**config.mk**
```make
export PLATFORM = sky130hd
export DESIGN_NAME = pipe_run_ctrl
export DESIGN_NICKNAME = d
export VERILOG_FILES = /design/src/rtl/pipe_ctrl_pkg.sv /design/src/rtl/pipe_halt_det.sv /design/src/rtl/pipe_run_ctrl.sv
export SDC_FILE = /design/constraint.sdc
export NUM_CORES = 1
export LEC_CHECK = 0
export CELL_PAD_IN_SITES_DETAIL_PLACEMENT = 0
export CELL_PAD_IN_SITES_GLOBAL_PLACEMENT = 2
export CORE_MARGIN = 2
export CORE_UTILIZATION = 36
export DETAILED_ROUTE_END_ITERATION = 10
export MAX_ROUTING_LAYER = met4
export PLACE_DENSITY = 0.9
export SYNTH_ARGS = -nofsm -noshare
export SYNTH_HDL_FRONTEND = slang
export SYNTH_SLANG_ARGS = --single-unit
export TNS_END_PERCENT = 10
```
**constraint.sdc**
```tcl
create_clock -name clk -period 5.5 [get_ports clk]
set_input_delay 1.375 -clock clk [delete_from_list [all_inputs] [get_ports clk]]
set_output_delay 1.375 -clock clk [all_outputs]
set_load 0.01 [all_outputs]
```
**src/rtl/pipe_ctrl_pkg.sv**
```systemverilog
// rtl/pipe_ctrl_pkg.sv - shared state encoding and default widths for the run controller
package pipe_ctrl_pkg;

    localparam int DEF_AW = 32;
    localparam int DEF_CW = 32;

    typedef enum logic [1:0] {
        ST_IDLE  = 2'd0,
        ST_RESET = 2'd1,
        ST_RUN   = 2'd2,
        ST_DONE  = 2'd3
    } state_t;

endpackage

```
**src/rtl/pipe_halt_det.sv**
```systemverilog
// rtl/pipe_halt_det.sv - detects the core spinning on one PC across valid fetch samples
module pipe_halt_det
    import pipe_ctrl_pkg::*;
#(
    parameter int AW          = DEF_AW,
    parameter int HALT_REPEAT = 4
) (
    input  logic          clk,
    input  logic          rst,
    input  logic          clr,
    input  logic [AW-1:0] pc_i,
    input  logic          pc_valid,
    output logic          hit
);

    localparam int HW = $clog2(HALT_REPEAT + 1);

    if (HALT_REPEAT < 2) begin : g_bad_repeat
        $error("pipe_halt_det: HALT_REPEAT must be at least 2");
    end

    logic [AW-1:0] last_pc;
    logic [HW-1:0] rep_cnt;
    logic          same;

    // rep_cnt==0 marks "no sample yet", so the first valid sample always reloads
    assign same = (rep_cnt != '0) && (pc_i == last_pc);
    assign hit  = !clr && pc_valid && same && (rep_cnt == HW'(HALT_REPEAT - 1));

    always_ff @(posedge clk or posedge rst) begin
        if (rst) begin
            last_pc <= '0;
            rep_cnt <= '0;
        end else if (clr) begin
            last_pc <= '0;
            rep_cnt <= '0;
        end else if (pc_valid) begin
            if (same) begin
                if (rep_cnt != HW'(HALT_REPEAT)) begin
                    rep_cnt <= rep_cnt + HW'(1);
                end
            end else begin
                last_pc <= pc_i;
                rep_cnt <= HW'(1);
            end
        end
    end

endmodule

```
**src/rtl/pipe_run_ctrl.sv**
```systemverilog
// rtl/pipe_run_ctrl.sv - core reset sequencer, cycle-budget watchdog and halt-based run finish
module pipe_run_ctrl
    import pipe_ctrl_pkg::*;
#(
    parameter int AW          = DEF_AW,
    parameter int CW          = DEF_CW,
    parameter int RST_CYC     = 2,
    parameter int MAX_CYC     = 300,
    parameter int HALT_REPEAT = 4,
    parameter int AUTO_START  = 1
) (
    input  logic          clk,
    input  logic          rst,
    input  logic          start,
    input  logic [AW-1:0] pc_i,
    input  logic          pc_valid,
    output logic          core_rst_n,
    output logic          running,
    output logic          done,
    output logic          halted,
    output logic          timeout,
    output logic [CW-1:0] cycle_cnt
);

    localparam int RW = $clog2(RST_CYC + 1);
    localparam state_t RST_STATE = (AUTO_START != 0) ? ST_RESET : ST_IDLE;

    if (RST_CYC < 1) begin : g_bad_rst_cyc
        $error("pipe_run_ctrl: RST_CYC must be at least 1");
    end
    if (MAX_CYC < 1 || (longint'(MAX_CYC) >> CW) != 0) begin : g_bad_max_cyc
        $error("pipe_run_ctrl: MAX_CYC must lie in 1..2^CW-1");
    end

    state_t        state, state_n;
    logic [RW-1:0] rst_cnt, rst_cnt_n;
    logic [CW-1:0] cycle_n;
    logic          halted_n, timeout_n;
    logic          hit;
    logic          det_clr;

    // The detector only observes RUN; any other state wipes its history
    assign det_clr = (state != ST_RUN);

    pipe_halt_det #(
        .AW          (AW),
        .HALT_REPEAT (HALT_REPEAT)
    ) u_halt_det (
        .clk      (clk),
        .rst      (rst),
        .clr      (det_clr),
        .pc_i     (pc_i),
        .pc_valid (pc_valid),
        .hit      (hit)
    );

    always_comb begin
        state_n   = state;
        rst_cnt_n = rst_cnt;
        cycle_n   = cycle_cnt;
        halted_n  = halted;
        timeout_n = timeout;
        case (state)
            ST_IDLE, ST_DONE: begin
                if (start) begin
                    state_n   = ST_RESET;
                    rst_cnt_n = '0;
                    cycle_n   = '0;
                    halted_n  = 1'b0;
                    timeout_n = 1'b0;
                end
            end
            ST_RESET: begin
                if (rst_cnt == RW'(RST_CYC - 1)) begin
                    state_n = ST_RUN;
                    cycle_n = '0;
                end else begin
                    rst_cnt_n = rst_cnt + RW'(1);
                end
            end
            ST_RUN: begin
                // Halt wins over budget expiry landing on the same cycle
                if (hit) begin
                    state_n  = ST_DONE;
                    halted_n = 1'b1;
                end else if (cycle_cnt == CW'(MAX_CYC - 1)) begin
                    state_n   = ST_DONE;
                    timeout_n = 1'b1;
                end else begin
                    cycle_n = cycle_cnt + CW'(1);
                end
            end
            default: begin
                state_n = RST_STATE;
            end
        endcase
    end

    always_ff @(posedge clk or posedge rst) begin
        if (rst) begin
            state      <= RST_STATE;
            rst_cnt    <= '0;
            cycle_cnt  <= '0;
            halted     <= 1'b0;
            timeout    <= 1'b0;
            core_rst_n <= 1'b0;
            running    <= 1'b0;
            done       <= 1'b0;
        end else begin
            state      <= state_n;
            rst_cnt    <= rst_cnt_n;
            cycle_cnt  <= cycle_n;
            halted     <= halted_n;
            timeout    <= timeout_n;
            core_rst_n <= (state_n == ST_RUN);
            running    <= (state_n == ST_RUN);
            done       <= (state_n == ST_DONE);
        end
    end

endmodule

```
==> summary by stage, run 1 <==
Run status
The run finished with clean final reports.

Clock network
The clock latency reported for the late side of the worst-skew pair is approximately 0.34 ns. In this run, post-CTS hold repair placed 0 buffers. The post-cts gate resize count is 0. CTS built an H-tree with a depth of 3.

The TritonCTS sink count is 75. The buffer type at the clock tree root is sky130_fd_sc_hd__clkbuf_16. The number of setup buffers added after CTS is 0. Counting the buffers created by CTS gives 9. TritonCTS built the clock tree. The clock-pin slew on the worst setup and hold paths is 0.06 ns.

The maximum buffer depth of the clock tree is 2.

Place
The congestion estimate from routability-driven global placement came to 0.830. The count of placed standard cells including taps is 666. Buffers placed on the I/O ports in this run total approximately 70. Before CTS, the worst setup slack after placement is about 1.5 ns. Detailed placement ended at an HPWL of just over 7000 um.

STA
The transition time of the tightest slew-check pin is around 1.1 ns. The maximum clock rate is 274 MHz. Setup violations remaining at the end of the flow were counted as 0. Setup repair after global routing left no endpoint under its margin.

After routing, the total negative slack on setup checks comes to 0 ns. The worst pin sits at a relative slew slack of 0.241. Dividing the final minimum period by the clock period gives 0.664. The final period demand of the worst path is 3.65 ns. The worst path meets setup with ~1.9 ns of slack. The hold violation count in the final report was 0.

The clock skew after layout is 0.00428 ns. The max-slew violation count is 0.

Floorplan
The number of primary I/O pins is 73. The width of the chip is 115 um. The number of rows in the core area is 40. The initial utilization of the core area, before any placement, comes to 0.368. From bottom edge to top edge, the die measures around 110 um.

The floorplan core area is approximately 12,000 um2. The die area is 13,100 um2.

Drt
The number of iterations in the first detailed-routing pass is 4. The average wire per cell in the routed design is 16.6 um. The total detailed-routing wirelength is 11,300 um. The number of vias per cell is 5.45. Once detail routing completed, the nets flagged for antenna violations numbered 0. For this block, the via count after detailed routing is 3,699. The detailed-route DRC error count is 0. The initial detailed-routing violation count is roughly 330.

Synthesis
The synthesized area per cell is 9.38 um2. In this run the cell area of the synthesized design comes to 4400 um2. The yosys synthesis warning count is 0. After synthesis the netlist holds a flip-flop and latch count of 75. The predominant post-synthesis flop cell is sky130_fd_sc_hd__dfrtp_1. Yosys mapped a number of flops with a built-in enable equal to 0.

For this run, the register share of the synthesized area comes to 0.427. In the synthesized netlist the async set-or-reset flop fraction comes to 1.00. The total nets after synthesis is roughly 500.

Synthesis instantiated 52 different standard cells from the library. Synthesis produced a netlist whose cell count is roughly 470.

Run
The number of max-capacitance violations reported is 0.

Worst hold path
The class of the worst hold path is flip-flop to flip-flop. The worst hold path begins at cycle_cnt[20].

Setup path
The category of the worst setup path launch point is an input port. The worst setup path is captured at a flip-flop. The maximum fanout count along the critical path is 37. The worst register-to-register path begins at state[0]. The data arrival time at the worst-slack endpoint is 3.85 ns. Tracing the worst setup path back leads to its startpoint at pc_i[22]. The setup check on the worst reg-to-reg path leaves a slack of 2.41 ns. Data on the critical path is required at its endpoint by 5.70 ns. The type of the worst setup path is input port to flip-flop.

Global route
The largest net degree at the start of global routing is 53. The first-pass GRT wire length is about 18,000 um. The initial antenna violation count is 0. The via count of the first global-routing pass is about 3,600. The overall fraction of global-route tracks in use is 0.182. The total congestion overflow is 0.

Final layout
Measured on the finished design, the core utilization comes to 0.457. The filler cells instantiated in the layout total roughly 1,100. The final cell count without fillers is just under 700. The count of nets after finishing is 573.

Of the cells placed in the final design, the portion with a size suffix greater than 1 is 0.0545. The diode insertion count for antenna repair is 0. The top cell types in the final layout, fill and taps aside, are sky130_fd_sc_hd__dfrtp_1, sky130_fd_sc_hd__clkdlybuf4s50_1, sky130_fd_sc_hd__nand2_1, sky130_fd_sc_hd__inv_1, sky130_fd_sc_hd__o31ai_1. The area added between synthesis and finish is 24.2%. The commonest non-fill, non-tap cell in the layout is sky130_fd_sc_hd__dfrtp_1.

Pwr
The largest voltage drop on the vdd net is 118 uV. For this design the static power due to leakage is 2.54 nW. Overall power consumption after layout is estimated at 1.66 mW.

Power spread over the standard cell area amounts to 303 nW/um2.
[cell usage after synthesis, types with 2 or more instances]
| master | number | area share |
|---|---|---|
| sky130_fd_sc_hd__and3_1 | 9 | 0.013 |
| sky130_fd_sc_hd__nor3_1 | 3 | 0.0034 |
| sky130_fd_sc_hd__dfrtp_1 | 74 | 0.42 |
| sky130_fd_sc_hd__buf_2 | 10 | 0.011 |
| sky130_fd_sc_hd__nand3_1 | 20 | 0.023 |
| sky130_fd_sc_hd__xor2_1 | 31 | 0.062 |
| sky130_fd_sc_hd__nand2b_1 | 6 | 0.0085 |
| sky130_fd_sc_hd__or3_1 | 2 | 0.0028 |
| sky130_fd_sc_hd__nand2_2 | 3 | 0.0043 |
| sky130_fd_sc_hd__inv_1 | 44 | 0.038 |
| sky130_fd_sc_hd__o41ai_1 | 10 | 0.020 |
| sky130_fd_sc_hd__nor4_1 | 14 | 0.020 |
| sky130_fd_sc_hd__and2_1 | 4 | 0.0057 |
| sky130_fd_sc_hd__nand2_1 | 53 | 0.045 |
| sky130_fd_sc_hd__o22ai_1 | 2 | 0.0028 |
| sky130_fd_sc_hd__mux2i_1 | 32 | 0.073 |
| sky130_fd_sc_hd__o21ai_0 | 12 | 0.014 |
| sky130_fd_sc_hd__nor2_1 | 16 | 0.014 |
| sky130_fd_sc_hd__a21o_1 | 3 | 0.0051 |
| sky130_fd_sc_hd__ha_1 | 7 | 0.020 |
| sky130_fd_sc_hd__nor4_4 | 2 | 0.0097 |
| sky130_fd_sc_hd__clkbuf_1 | 12 | 0.010 |
| sky130_fd_sc_hd__and4_1 | 2 | 0.0040 |
| sky130_fd_sc_hd__or4_1 | 4 | 0.0068 |
| sky130_fd_sc_hd__a31oi_1 | 7 | 0.010 |
| sky130_fd_sc_hd__nand4_1 | 6 | 0.0085 |
| sky130_fd_sc_hd__buf_4 | 2 | 0.0034 |
| sky130_fd_sc_hd__o31ai_1 | 39 | 0.067 |
| sky130_fd_sc_hd__a21oi_1 | 8 | 0.0091 |
| sky130_fd_sc_hd__o21a_1 | 6 | 0.010 |
| sky130_fd_sc_hd__buf_6 | 3 | 0.0077 |
| sky130_fd_sc_hd__a22oi_1 | 2 | 0.0034 |
| sky130_fd_sc_hd__a211o_1 | 2 | 0.0040 |
[critical path, cell delays in order]
cell	delay [ns]
sky130_fd_sc_hd__clkdlybuf4s50_1	0.43
sky130_fd_sc_hd__xor2_1	0.17
sky130_fd_sc_hd__nor4_1	0.39
sky130_fd_sc_hd__nand4_1	0.26
sky130_fd_sc_hd__nor4_2	0.38
sky130_fd_sc_hd__buf_4	0.45
sky130_fd_sc_hd__or2_2	0.24
sky130_fd_sc_hd__o311ai_0	0.14
[power breakdown]
group,switching (mW),internal (mW)
clock,0.218,0.311
sequential,0.0388,0.608
combinational,0.299,0.180
total,0.556,1.10
[final timing paths]
kind | endpoint | depth (start not counted)
setup / recovery | cycle_cnt[12] | 8
hold / removal | cycle_cnt[20] | 1
setup reg to reg | cycle_cnt[28] | 6
hold reg to reg | cycle_cnt[20] | 1
max in group asynchronous | running | 3
min in group asynchronous | u_halt_det.last_pc[19] | 2
[metrics by stage]
step,cell area (um2),hold slack [ns]
6_report,5460,0.525
5_1_grt,5460,0.557
4_1_cts,5460,0.529
3_5_place_dp,5210,0.518
3_3_place_gp,5210,0.511
2_1_floorplan,4400,0.497
[layout make-up]
type	count	area [um2]	area share
Clock buffer	13	250	0.0458
Inverter	44	165	0.0302
Multi-Input combinational cell	323	2230	0.408
Sequential cell	75	1880	0.344
Tap cell	147	184	0.0337
Timing Repair Buffer	77	758	0.139
[registers in the layout (all words and copies together), names as in the netlist]
signal / cells
u_halt_det.rep_cnt: 3
rst_cnt: 2
done: 1
running: 1
cycle_cnt: 32
u_halt_det.last_pc: 32
halted: 1
timeout: 1
state: 2
[metal layers]
| layer | global-route usage | up-vias | wire, um |
|---|---|---|---|
| met4 | 0.0756 | 0 | 229 |
| met3 | 0.0334 | 17 | 507 |
| met5 | - | - | 0 |
| met2 | 0.266 | 105 | 4960 |
| li1 | - | 1800 | - |
| met1 | 0.248 | 1777 | 5560 |
[logic make-up (layout without fill, tap and decap cells)]
family	Yosys count	in the layout	synth area share
fa+ha+maj	7	7	0.0199
mux	32	32	0.0728
buf+inv	71	134	0.0703
flops	75	75	0.427
xor+xnor	31	31	0.0617
simple gates	152	152	0.184
compound gates	101	101	0.165
Power figures use the tool's default switching activity.
==> inputs of run 2 (changes only) <==
Settings changed: CORE_UTILIZATION 36 to 33, PLACE_DENSITY 0.9 to 0.84.
Clock period 5.5 ns to 3.37 ns, I/O delays scaled along.
==> run 2 against run 1 <==
Net effect:
- count of clock-buffer cells in the layout shrank 2
- register-to-register slack lost 1.5 ns
- final area grew 4.3%
- clock skew grew 0.0011 ns
- routed wire length grew 2.7%
- combinational power grew 77%
- sequential share of layout area shrank 1.4 points
- first-iteration DRC count shrank 45%
==> summary by stage, run 2 (synthesis results as in run 1) <==
Run status
Status: finished, final reports clean (unchanged).

Worst hold path
The source of the worst hold timing path is timeout (was cycle_cnt[20]). The class of the worst hold path is flip-flop to flip-flop (unchanged).

STA
The clock skew after layout is 0.00536 ns (was 0.00428 ns). The transition time of the tightest slew-check pin is 0.575 ns (was 1.14 ns). The maximum clock rate is 340 MHz.

The part of the cycle the worst path needs is 0.872. Setup repair after global routing missed its margin: no (unchanged). The worst slack on hold paths came to 0.533 ns (was 0.525 ns). The remaining max-slew budget at the tightest pin is 0.616 (was 0.241).

The count of final setup violators came to 0 (unchanged). The least setup slack across all paths after layout was 0.430 ns (was 1.85 ns). The max-slew violation count came to 0 (unchanged).

The final total negative setup slack is 0 ns (unchanged). Counting I/O delays and the setup requirement, the final critical path takes 2.94 ns. The hold violation count in the final report is 0 (unchanged).

Global route
The via count of the first global-routing pass is 3,793 (was 3,604). The first-pass GRT wire length is 19,100 um (was 18,300 um). The overall fraction of global-route tracks in use is 0.172 (was 0.182).

The largest net degree at the start of global routing is 36 (was 53). The initial antenna violation count is 0 (unchanged). The total congestion overflow came to 0 (unchanged).

Clock network
The hold buffer count at CTS is 0 (unchanged). The clock latency reported for the late side of the worst-skew pair is 0.33 ns (was 0.34 ns). The clock-pin slew on the worst setup and hold paths is 0.06 ns (about the same). The clock tree from TritonCTS is done (unchanged). The number of setup buffers added after CTS is 0 (unchanged). The post-cts gate resize count is 0 (unchanged). The buffer type at the clock tree root is sky130_fd_sc_hd__clkbuf_16 (unchanged). The maximum buffer depth of the clock tree is 2 (unchanged). The deepest level of the CTS H-tree was 3 (unchanged).

The TritonCTS sink count came to 75 (unchanged). The number of buffers added by the clock tree synthesis step is 9 (unchanged).

Floorplan
The number of rows in the core area came to 42 (was 40). The number of primary I/O pins came to 73 (unchanged). The die area came to 14,300 um2 (was 13,100 um2). The floorplan die height is 119 um (was 115 um).

The effective utilization at floorplan came to 0.335 (was 0.368). The width of the chip is 119 um (was 115 um). The floorplan core area is 13,100 um2 (was 12,000 um2).

Drt
The number of vias per cell was 5.19 (was 5.45). The total detailed-routing wirelength is 11,600 um (was 11,300 um). The via count of the routed design is 3,751 (was 3,699). The detailed-route DRC error count is 0 (unchanged).

The average wire per cell in the routed design is 16.0 um (was 16.6 um). The number of nets still failing antenna checks after routing was 0 (unchanged). The number of iterations in the first detailed-routing pass came to 4 (unchanged).

The initial detailed-routing violation count came to 179 (was 327).

Final layout
The area added between synthesis and finish came to 29.6% (was 24.2%). The diode insertion count for antenna repair is 0 (unchanged). The fraction of final layout cells sized beyond drive strength 1 is 0.0841 (was 0.0545). The footprint of the flip-flops and latches is 1880 um2 (unchanged).

Top flop regs: cycle_cnt x32, u_halt_det.last_pc x32, u_halt_det.rep_cnt x3 (unchanged). The commonest non-fill, non-tap cell in the layout was sky130_fd_sc_hd__dfrtp_1 (unchanged). The end-of-flow core utilization is 0.434 (was 0.457). The final cell count without fillers is 723 (was 679).

Highest-count cells in the layout ignoring fill and taps: sky130_fd_sc_hd__dfrtp_1, sky130_fd_sc_hd__clkdlybuf4s50_1, sky130_fd_sc_hd__nand2_1, sky130_fd_sc_hd__inv_1, sky130_fd_sc_hd__o31ai_1 (unchanged). The count of nets after finishing is 587 (was 573). The count of fill cells added during filler insertion is 1,279 (was 1,134). The post-route cell area came to 5700 um2 (was 5460 um2).

The area taken by multi-input logic gates is 2230 um2 (unchanged).

Setup path
The category of the worst setup path launch point was an input port (unchanged). The type of the worst setup path is input port to flip-flop (unchanged). The data arrival time at the worst-slack endpoint is 3.15 ns (was 3.85 ns).

The startpoint of the worst setup timing path is pc_i[31] (was pc_i[22]). The reg-to-reg critical path startpoint is state[0] (unchanged). The slack of the worst reg-to-reg path is 0.89 ns (was 2.41 ns).

The maximum fanout count along the critical path is 26 (was 37). The data required time at the worst endpoint came to 3.58 ns (was 5.70 ns). The nature of the critical path endpoint is a flip-flop (unchanged).

Place
The number of buffer cells added on primary ports is 72 (unchanged). The setup slack at placement is 0.0923 ns (was 1.46 ns). The final RePlAce weighted congestion is 0.750 (was 0.830). The cell area after placement is 5420 um2 (was 5210 um2). The count of placed standard cells including taps came to 709 (was 666). The HPWL reported at the end of detailed placement came to 7870 um (was 7240 um).

Pwr
The power consumption was 2.84 mW (was 1.66 mW). The total power per unit cell area came to 499 nW/um2 (was 303 nW/um2). The largest voltage drop on the vdd net was 256 uV (was 118 uV).

The leakage dissipation is 2.65 nW (was 2.54 nW).

Run
The number of max-capacitance violations reported is 0 (unchanged).
## run 2: cell count changes in the layout (fill, tap and decap cells not counted)
cell,before,now
sky130_fd_sc_hd__clkinv_2,0,2
sky130_fd_sc_hd__buf_4,5,14
sky130_fd_sc_hd__clkbuf_1,3,1
sky130_fd_sc_hd__bufinv_16,0,1
sky130_fd_sc_hd__buf_12,0,5
## run 2: cell type report
type                            instances  share of cell area
Inverter                               44              0.0290
Clock buffer                           11              0.0426
Timing Repair Buffer                   91               0.162
Tap cell                              176              0.0386
Clock inverter                          3             0.00703
Multi-Input combinational cell        323               0.391
Sequential cell                        75               0.330
## run 2: final timing paths
| path | end | cells after the start |
|---|---|---|
| worst min-delay path | timeout | 1 |
| worst max-delay path | cycle_cnt[19] | 10 |
| worst max register to register | cycle_cnt[19] | 8 |
| worst min register to register | timeout | 1 |
| min in group asynchronous | u_halt_det.last_pc[19] | 2 |
| max in group asynchronous | u_halt_det.last_pc[16] | 3 |
## run 2: critical path: stages
cell and delay [ns]:
sky130_fd_sc_hd__clkdlybuf4s50_1 0.49, sky130_fd_sc_hd__xor2_1 0.17, sky130_fd_sc_hd__nor4_1 0.08, sky130_fd_sc_hd__buf_4 0.14, sky130_fd_sc_hd__nand4_1 0.15, sky130_fd_sc_hd__nor4_2 0.08, sky130_fd_sc_hd__buf_4 0.16, sky130_fd_sc_hd__or4_1 0.46
sky130_fd_sc_hd__buf_12 0.20, sky130_fd_sc_hd__o41ai_1 0.37
## run 2: routing by layer
metal  global-route usage  wire length (um)  vias up
met5                    -                 0        -
met4               0.0566               158        0
met3               0.0249               415       12
met2                0.261              5210       83
met1                0.237              5780     1821
li1                     -                 -     1835
## run 2: power by group
part           switching (mW)  internal (mW)  total [mW]  leakage [nW]
combinational           0.501          0.344       0.846          1.48
sequential             0.0642          0.992        1.06          1.04
clock                   0.357          0.583       0.940         0.141
==> inputs of run 3 (changes only) <==
Settings changed: CORE_UTILIZATION 33 to 30, CTS_CLUSTER_SIZE set to 30, GPL_TIMING_DRIVEN set to 1, PLACE_DENSITY 0.84 to 0.81.
Clock period 3.37 ns to 2.7 ns, I/O delays scaled along.
==> run 3 against run 2 <==
Net effect:
- combinational power increased by 31%
- hold slack about the same
- final area increased by 5.1%
- global-route usage decreased by 0.99 points
- total power increased by 31%
- cell count increased by 3.5%
- sequential power increased by 25%
- die area increased by 9.7%
- clock power increased by 39%
- largest cell class unchanged
- largest power group unchanged
==> summary by stage, run 3 (synthesis results as in run 1) <==
Drt
The average wire per cell in the routed design is 16.3 um (was 16.0 um). The via count of the routed design is 3,807 (was 3,751). The number of nets still failing antenna checks after routing came to 0 (unchanged). The number of vias per cell was 5.09 (was 5.19). The total detailed-routing wirelength is 12,200 um (was 11,600 um). The number of iterations in the first detailed-routing pass is 4 (unchanged).

The initial detailed-routing violation count is 209 (was 179). The detailed-route DRC error count is 0 (unchanged).

Final layout
Highest-count cells in the layout ignoring fill and taps: sky130_fd_sc_hd__dfrtp_1, sky130_fd_sc_hd__clkdlybuf4s50_1, sky130_fd_sc_hd__nand2_1, sky130_fd_sc_hd__inv_1, sky130_fd_sc_hd__o31ai_1 (unchanged). The count of nets after finishing was 602 (was 587). The commonest non-fill, non-tap cell in the layout is sky130_fd_sc_hd__dfrtp_1 (unchanged). The area added between synthesis and finish is 36.2% (was 29.6%).

The end-of-flow core utilization is 0.415 (was 0.434). The final cell count without fillers came to 748 (was 723). The fraction of final layout cells sized beyond drive strength 1 is 0.133 (was 0.0841). The diode insertion count for antenna repair is 0 (unchanged).

Top flop regs: cycle_cnt x32, u_halt_det.last_pc x32, u_halt_det.rep_cnt x3 (unchanged).

STA
Based on the critical path, the design can be clocked at up to 377 MHz. The clock skew after layout is 0.00724 ns (was 0.00536 ns). The transition time of the tightest slew-check pin is 0.416 ns (was 0.575 ns).

The part of the cycle the worst path needs is 0.983. The max-slew violation count is 0 (unchanged). The final total negative setup slack is 0 ns (unchanged).

Setup repair after global routing missed its margin: yes (was no). The hold violation count in the final report is 0 (unchanged). The count of final setup violators is 0 (unchanged).

The final period demand of the worst path is 2.66 ns. The remaining max-slew budget at the tightest pin is 0.719 (was 0.616).

Setup path
The type of the worst setup path is input port to flip-flop (unchanged). The maximum fanout count along the critical path was 8 (was 26). The data required time at the worst endpoint came to 2.94 ns (was 3.58 ns).

The critical path's top delay family is buffers and inverters (unchanged). The cell occurring most often along the worst timing path is sky130_fd_sc_hd__buf_4 (unchanged). The number of buffer and inverter instances along the worst setup path is 4 (unchanged).

The nature of the critical path endpoint was a flip-flop (unchanged). The delay of the slowest cell on the worst path is 0.51 ns (was 0.49 ns). The data arrival time at the worst-slack endpoint came to 2.89 ns (was 3.15 ns). Ordered list of cells on the worst path: clkdlybuf4s50_1 -> xor2_1 -> nor4_1 -> buf_4 -> nand4_1 -> nor4_2 -> buf_4 -> or4_4 -> buf_12 -> o41ai_2 (was clkdlybuf4s50_1 -> xor2_1 -> nor4_1 -> buf_4 -> nand4_1 -> nor4_2 -> buf_4 -> or4_1 -> buf_12 -> o41ai_1). The library cell contributing the largest single delay on the critical path is sky130_fd_sc_hd__clkdlybuf4s50_1 (unchanged).

The category of the worst setup path launch point is an input port (unchanged).

Place
The number of buffer cells added on primary ports is 72 (unchanged). The final RePlAce weighted congestion is 0.816 (was 0.750). The HPWL reported at the end of detailed placement is 7930 um (was 7870 um).

The count of placed standard cells including taps is 730 (was 709).

Clock network
The number of buffers added by the clock tree synthesis step came to 9 (unchanged). The clock-pin slew on the worst setup and hold paths was 0.06 ns (about the same). The clock latency reported for the late side of the worst-skew pair is 0.34 ns (was 0.33 ns).

The clock tree from TritonCTS was done (unchanged). The TritonCTS sink count is 75 (unchanged). The number of setup buffers added after CTS came to 0 (unchanged). The buffer type at the clock tree root is sky130_fd_sc_hd__clkbuf_16 (unchanged). The deepest level of the CTS H-tree is 3 (unchanged). The maximum buffer depth of the clock tree is 2 (unchanged).

Global route
The first-pass GRT wire length is 19,800 um (was 19,100 um). The largest net degree at the start of global routing is 76 (was 36). The initial antenna violation count came to 0 (unchanged). The total congestion overflow came to 0 (unchanged). The overall fraction of global-route tracks in use is 0.162 (was 0.172).

The via count of the first global-routing pass is 3,857 (was 3,793).

Floorplan
The floorplan core area is 14,400 um2 (was 13,100 um2). The effective utilization at floorplan is 0.305 (was 0.335). The die area came to 15,600 um2 (was 14,300 um2). The number of primary I/O pins is 73 (unchanged). The number of rows in the core area was 44 (was 42). The width of the chip is 125 um (was 119 um).

The floorplan die height came to 125 um (was 119 um).

Pwr
The leakage dissipation is 2.89 nW (was 2.65 nW). The total power per unit cell area was 623 nW/um2 (was 499 nW/um2). The largest voltage drop on the vdd net came to 276 uV (was 256 uV).

Worst hold path
The class of the worst hold path is flip-flop to flip-flop (unchanged).

Run status
Status: finished, final reports clean (unchanged).

Run
The number of max-capacitance violations reported was 0 (unchanged).
## run 3: metrics by stage
stage | power (mW) | cell area (um2) | worst slack [ns] | hold slack [ns]
after floorplan | 2.03 | 4400 | 0.117 | 0.497
after global placement | 2.39 | 5510 | -0.341 | 0.513
after detailed placement | 2.40 | 5510 | -0.392 | 0.525
after CTS | 3.75 | 5850 | -0.0186 | 0.536
after global routing | 3.96 | 5990 | -0.0514 | 0.558
final | 3.73 | 5990 | 0.0446 | 0.533
## run 3: path summary, 6_finish.rpt
| check | end | slack (ns) | from | cells past startpoint |
|---|---|---|---|---|
| max in group asynchronous | state[0] | 1.59 | rst | 3 |
| setup / recovery | cycle_cnt[29] | 0.04 | pc_i[22] | 10 |
| min in group asynchronous | u_halt_det.last_pc[19] | 0.74 | rst | 3 |
| hold / removal | u_halt_det.last_pc[28] | 0.53 | u_halt_det.last_pc[28] | 2 |
| hold reg to reg | u_halt_det.last_pc[28] | 0.53 | u_halt_det.last_pc[28] | 2 |
| setup reg to reg | cycle_cnt[31] | 0.26 | cycle_cnt[0] | 8 |
## run 3: cell type report
type,instances,area (um2)
Sequential cell,75,1880
Timing Repair Buffer,106,1080
Tap cell,184,230
Inverter,44,165
Clock inverter,6,88.8
Multi-Input combinational cell,323,2320
Clock buffer,10,229
Fill cell,1409,8430
## run 3: power by group
group	switching (mW)	internal (mW)
registers	0.0783	1.24
logic	0.648	0.459
clock network	0.497	0.811
## run 3: worst register-to-register path, stage by stage, from the launching register on
cell and delay, ns:
sky130_fd_sc_hd__dfrtp_1 0.43, sky130_fd_sc_hd__ha_1 0.32, sky130_fd_sc_hd__nor4b_1 0.28, sky130_fd_sc_hd__nand4_1 0.13, sky130_fd_sc_hd__nor2_1 0.31, sky130_fd_sc_hd__a21o_1 0.25, sky130_fd_sc_hd__buf_4 0.29, sky130_fd_sc_hd__nor4_1 0.10
sky130_fd_sc_hd__a211o_1 0.22
## run 3: timing repair
item | 4_1_cts | 5_1_grt
hold buffers | 0 | 0
pin swaps | 0 | 4
setup endpoints to repair | 6 | 36
gates resized for setup | 3 | 17
gates cloned | 0 | 2
## run 3: routing by layer
| layer | GRT usage | vias up | wire [um] |
|---|---|---|---|
| li1 | - | 1859 | - |
| met1 | 0.215 | 1850 | 6030 |
| met2 | 0.240 | 92 | 5530 |
| met3 | 0.0462 | 6 | 517 |
| met4 | 0.0523 | 0 | 99 |
| met5 | - | - | 0 |
